--- src/rtl/axi_stream_strip_header.sv ---
// AXI-Stream header stripper: drops N leading bytes from each packet and
// repacks the rest so every beat but the last is full.
module axi_stream_strip_header #(
  parameter int DATA_WD      = 32,
  parameter int DATA_BYTE_WD = DATA_WD / 8,
  parameter int BYTE_CNT_WD  = $clog2(DATA_BYTE_WD)
) (
  input  logic                    clk,
  input  logic                    rst_n,
  input  logic                    valid_in,
  input  logic [DATA_WD-1:0]      data_in,
  input  logic [DATA_BYTE_WD-1:0] keep_in,
  input  logic                    last_in,
  output logic                    ready_in,
  output logic                    valid_out,
  output logic [DATA_WD-1:0]      data_out,
  output logic [DATA_BYTE_WD-1:0] keep_out,
  output logic                    last_out,
  input  logic                    ready_out,
  input  logic                    valid_strip,
  input  logic [BYTE_CNT_WD-1:0]  byte_strip_cnt,
  output logic                    ready_strip
);

  localparam int SHW = $clog2(DATA_WD) + 1;
  localparam int KW  = BYTE_CNT_WD + 1;

  typedef enum logic [1:0] {IDLE, FIRST, BODY, TAIL} state_t;

  state_t                  state_q, state_d;
  logic [BYTE_CNT_WD-1:0]  n_q;
  logic [DATA_WD-1:0]      res_q, res_d;
  logic [DATA_BYTE_WD-1:0] res_keep_q, res_keep_d;

  logic                    load, in_fire;
  logic                    emit, emit_last;
  logic [DATA_WD-1:0]      emit_data;
  logic [DATA_BYTE_WD-1:0] emit_keep;
  logic [DATA_WD-1:0]      data_m, in_tail_data;
  logic [DATA_BYTE_WD-1:0] in_tail_keep;
  logic [SHW-1:0]          sh_n, sh_wn;
  logic [KW-1:0]           kn, kwn;

  function automatic logic [DATA_WD-1:0] byte_mask(input logic [DATA_BYTE_WD-1:0] k);
    byte_mask = '0;
    for (int unsigned i = 0; i < DATA_BYTE_WD; i++)
      byte_mask[i*8 +: 8] = {8{k[i]}};
  endfunction

  always_comb begin
    load        = !valid_out || ready_out;
    ready_strip = (state_q == IDLE);
    ready_in    = ((state_q == FIRST) || (state_q == BODY)) && load;
    in_fire     = valid_in && ready_in;

    sh_n  = SHW'({n_q, 3'b000});
    sh_wn = SHW'(DATA_WD) - sh_n;
    kn    = {1'b0, n_q};
    kwn   = KW'(DATA_BYTE_WD) - kn;

    data_m       = data_in & byte_mask(keep_in);
    // Bytes N..k-1 of the incoming beat, left-aligned; empty when k <= N.
    in_tail_data = data_m << sh_n;
    in_tail_keep = keep_in << kn;

    state_d    = state_q;
    res_d      = res_q;
    res_keep_d = res_keep_q;
    emit       = 1'b0;
    emit_last  = 1'b0;
    emit_data  = '0;
    emit_keep  = '0;

    case (state_q)
      IDLE: begin
        if (valid_strip) state_d = FIRST;
      end
      FIRST: begin
        if (in_fire) begin
          if (!last_in) begin
            res_d      = in_tail_data;
            res_keep_d = in_tail_keep;
            state_d    = BODY;
          end else begin
            state_d = IDLE;
            if (|in_tail_keep) begin
              emit      = 1'b1;
              emit_last = 1'b1;
              emit_data = in_tail_data;
              emit_keep = in_tail_keep;
            end
          end
        end
      end
      BODY: begin
        if (in_fire) begin
          emit       = 1'b1;
          emit_data  = res_q | (data_m >> sh_wn);
          emit_keep  = res_keep_q | (keep_in >> kwn);
          res_d      = in_tail_data;
          res_keep_d = in_tail_keep;
          if (last_in) begin
            if (|in_tail_keep) begin
              state_d = TAIL;
            end else begin
              emit_last = 1'b1;
              state_d   = IDLE;
            end
          end
        end
      end
      TAIL: begin
        if (load) begin
          emit      = 1'b1;
          emit_last = 1'b1;
          emit_data = res_q;
          emit_keep = res_keep_q;
          state_d   = IDLE;
        end
      end
      default: state_d = IDLE;
    endcase
  end

  always_ff @(posedge clk or negedge rst_n) begin
    if (!rst_n) begin
      state_q    <= IDLE;
      n_q        <= '0;
      res_q      <= '0;
      res_keep_q <= '0;
    end else begin
      state_q    <= state_d;
      res_q      <= res_d;
      res_keep_q <= res_keep_d;
      if (valid_strip && ready_strip) n_q <= byte_strip_cnt;
    end
  end

  always_ff @(posedge clk or negedge rst_n) begin
    if (!rst_n) begin
      valid_out <= 1'b0;
      data_out  <= '0;
      keep_out  <= '0;
      last_out  <= 1'b0;
    end else if (load) begin
      valid_out <= emit;
      if (emit) begin
        data_out <= emit_data;
        keep_out <= emit_keep;
        last_out <= emit_last;
      end
    end
  end

endmodule
--- config.mk ---
export PLATFORM = sky130hd
export DESIGN_NAME = axi_stream_strip_header
export DESIGN_NICKNAME = d
export VERILOG_FILES = /design/src/rtl/axi_stream_strip_header.sv
export SDC_FILE = /design/constraint.sdc
export NUM_CORES = 1
export LEC_CHECK = 0
export CAP_MARGIN = 40
export CORE_MARGIN = 8
export CORE_UTILIZATION = 45
export DETAILED_ROUTE_END_ITERATION = 16
export PLACE_DENSITY = 0.81
export SYNTH_ARGS = -nofsm -noshare
export SYNTH_HDL_FRONTEND = slang
export SYNTH_SLANG_ARGS = --single-unit
--- constraint.sdc ---
create_clock -name clk -period 2.2 [get_ports clk]
set_input_delay 0.22 -clock clk [delete_from_list [all_inputs] [get_ports clk]]
set_output_delay 0.22 -clock clk [all_outputs]
set_load 0.02 [all_outputs]
==> impl_metrics.csv <==
group,metric,value,unit
status,outcome,"complete, no violations",
drt,vias_per_inst,6.25,
cells_and_area,layout_commonest_cell,"sky130_fd_sc_hd__clkdlybuf4s50_1",
pwr,power_switching,3.40,mW
clock_network,clock_tree.root_cell,"sky130_fd_sc_hd__clkbuf_8",
pwr,share_clk_of_total_power,14.8,%
floorplan,initial_standard_cell_utilization_of_the_core,46.2,%
grt,largest_net_degree_at_the_start_of_global_routing,52,
timing,slew_headroom,58.4,%
critical_path,stages_on_the_worst_setup_path,7,
critical_path,crit_path_max_incr_delay,440,ps
critical_path,crit_path_category,"reg2reg",
yosys,post_synth_instance_area,0.00477,mm²
pwr,intPower,4.54,mW
yosys,syn_inst,512,
cells_and_area,instances_no_fill,757,
critical_path,worst_ep_arrival_time,2430,ps
critical_path,cells_along_the_critical_path,"inv_2, ha_2, buf_4, a221oi_1, a211oi_1, a221o_1, mux2_2",
critical_path,setup.worst_path.end_class,"flip-flop",
critical_path,worst_path_dominant_cell_family,"compound AO/OA/AOI/OAI gates",
pwr,p_leak,2.68,nW
floorplan,number_of_top_level_pins,84,
timing,tightestPinTransition,622,ps
cells_and_area,final_cell_mix,"sky130_fd_sc_hd__clkdlybuf4s50_1, sky130_fd_sc_hd__dfrtp_1, sky130_fd_sc_hd__nand2_1",
yosys,yosysWarningCount,0,
clock_network,clock_tree.buffer_depth,2,
timing,final.period_utilization,98.6,%
cells_and_area,area_growth,33.4,%
cells_and_area,number_of_inserted_filler_cells_in_the_final_layout,847,
placement,port-buffer-count,83,
flow_run,maxCapViolations,0,
floorplan,core.rowCount,37,
placement,gp_congestion,0.905,
pwr,power.total,7.94,mW
placement,placement.cell_area,0.00600,mm²
clock_network,clk_latency,370,ps
critical_path,critical-path-slowest-cell,"sky130_fd_sc_hd__dfrtp_2",
critical_path,worstSetupStartpointType,"flip-flop",
placement,dp_hpwl,11400,µm
placement,post-place-ws,-68.9,ps
floorplan,floorplan.die.height,119,µm
clock_network,clkTransAtPathRegs,90,ps
drt,drt-initial-drc-count,480,
grt,grt_pass1_vias,4769,
drt,route.vias.total,4733,
grt,grt.overflow.total,0,
pwr,power.switching_fraction,42.8,%
drt,route.antenna.remaining_nets,0,
timing,maxSlewViolCount,0,
critical_path,register_to_register_setup_slack,30,ps
timing,finalWorstSetupSlack,29.7,ps
critical_path,worst_reg2reg_path_depth,7,
floorplan,fp.dieArea,0.0142,mm²
hold_path,hold_class,"in2async",
drt,firstDrtPassIters,8,
clock_network,cts_sinks,78,
timing,final-setup-viol-count,0,
drt,totalWireLength,16200,µm
pwr,seq_power_share,27.7,%
cells_and_area,finalNetCount,665,
cells_and_area,antenna_cells,0,
yosys,synthesis.area_per_instance,9.32,µm²
cells_and_area,share_of_final_layout_standard_cells_stronger_than_drive_strength_1,20.1,%
yosys,syn-num-nets,561,
yosys,synth_cell_type_count,58,
grt,antenna_violations_before_repair,0,
critical_path,cp.required,2460,ps
timing,final-hold-violation-count,0,
pwr,cellPowerDensity,1250,mW/mm²
drt,routed_wl_per_cell,21.3,µm
floorplan,die_width,119,µm
critical_path,worstPathMaxFanout,14,
timing,max_freq,461,MHz
pwr,comb_power_share,57.5,%
cells_and_area,post-route-cell-area,0.00637,mm²
floorplan,placeableCoreArea,0.0103,mm²
pwr,largest_vdd_supply_drop,0.000588,V
clock_network,htreeDepth,3,
clock_network,numCtsBuffers,9,
timing,final_period_minus_worst_setup_slack,2170,ps
placement,placed_cells,733,
critical_path,critical_path.n_buffers_inverters,2,
drt,number_of_remaining_drc_errors,0,
critical_path,r2r-start,"n_q[0]",
critical_path,timing.rr.end,"data_out[9]",
clock_network,tritoncts_clock_tree,"done",
grt,grt.total_usage,21.9,%
grt,grt_pass1_wl,25000,µm
yosys,yosysSeqAreaShare,40.9,%
yosys,yosys_register_bits,78,
timing,fin_worst_skew,10.5,ps
[power groups by stage]
stage | combinational, mW | clock, mW | sequential (mW)
6_report | 4.57 | 1.17 | 2.19
5_1_grt | 4.91 | 1.24 | 2.25
4_1_cts | 4.28 | 1.17 | 2.19
3_5_place_dp | 4.26 | 0 | 2.22
3_3_place_gp | 4.16 | 0 | 2.18
2_1_floorplan | 2.49 | 0 | 2.42
[layout make-up]
type                       count  area, µm²  share of cell area (%)
multi-input combinational    380       2600                    40.8
sequential                    78       1950                    30.7
timing repair buffer         138       1400                    22.0
tap                          136        170                    2.67
clock buffer                  11        151                    2.38
clock inverter                 5       57.6                   0.904
inverter                       9       33.8                   0.530
[Yosys cell counts, drive strengths merged]
cell type  number  area [µm²]
dfrtp          78        1950
nand2          72         273
o21ai          60         300
mux2           43         484
a21oi          41         209
buf            30         191
o22ai          19         119
nand3          16        80.1
clkbuf         15        56.3
nand3b         14         105
a22o           11        96.3
a31oi          11        68.8
a22oi          10        80.1
a221oi          9        78.8
inv             9        33.8
nand2b          7        43.8
a221o           6        60.1
nor2b           6        45.1
o31ai           6        58.8
ha              5        62.6
nor2            5        18.8
a211oi          4        30.0
a21o            4        30.0
a21bo           3        30.0
and2            3        18.8
mux2i           3        30.0
a222oi          2        20.0
a32oi           2        17.5
nor4            2        27.5
o211ai          2        15.0
o311ai          2        17.5
or2             2        12.5
a211o           1        8.76
a21boi          1        7.51
a31o            1        8.76
nor3            1        5.00
nor3b           1        18.8
nor4b           1        23.8
o21ba           1        10.0
o21bai          1        7.51
or3             1        6.26
or4             1        11.3
[metal layers]
layer	GRT usage, %	vias to the layer above	share of wire [%]
met4	10.3	0	2.8
li1	-	2113	-
met1	28.1	2304	41
met2	34.5	278	46
met5	0	-	0
met3	4.58	38	9.7
[flip-flops by register name (all words and copies together), names as in the netlist]
name,cells
keep_out,4
state_q,2
res_q,32
valid_out,1
last_out,1
n_q,2
data_out,32
res_keep_q,4
[stage by stage]
step                      setup TNS (ps)  hold WS, ps  utilization (%)
after floorplan                        0        -75.6                -
after global placement                 0          385             57.9
after detailed placement           -1400          189             58.1
after CTS                              0          321             60.3
after global routing               -60.6          353             61.7
final                                  0          311             61.7
[cell families (layout without fill, tap and decap cells)]
logic type	count (synthesis)	after routing	share of synthesized area (%)
AND/OR/NAND/NOR	132	132	14.4
buffers and inverters	54	163	5.90
adder cells (fa/ha/maj)	5	5	1.31
flip-flops	78	78	40.9
multiplexers	46	46	10.8
AO/OA/AOI/OAI	197	197	26.7
[worst max path at each step]
stage | end | start | slack (ps)
2_1_floorplan | data_out[13] | n_q[0] | 20
3_3_place_gp | data_out[14] | keep_in[1] | 10
3_5_place_dp | data_out[19] | state_q[0] | -70
4_1_cts | data_out[9] | state_q[0] | 1
5_1_grt | state_q[0] | state_q[0] | -20
6_report | data_out[9] | n_q[0] | 30
[repair_timing]
item                                    4_1_cts  5_1_grt
setup buffers                                 0        5
hold buffers                                  1        0
gates cloned                                  0        2
endpoints found under the hold margin        30        0
endpoints found under the setup margin       37       41
pin swaps                                     0        3
resized for setup                             1        8
Note: power is estimated with default switching activity, not from simulation.
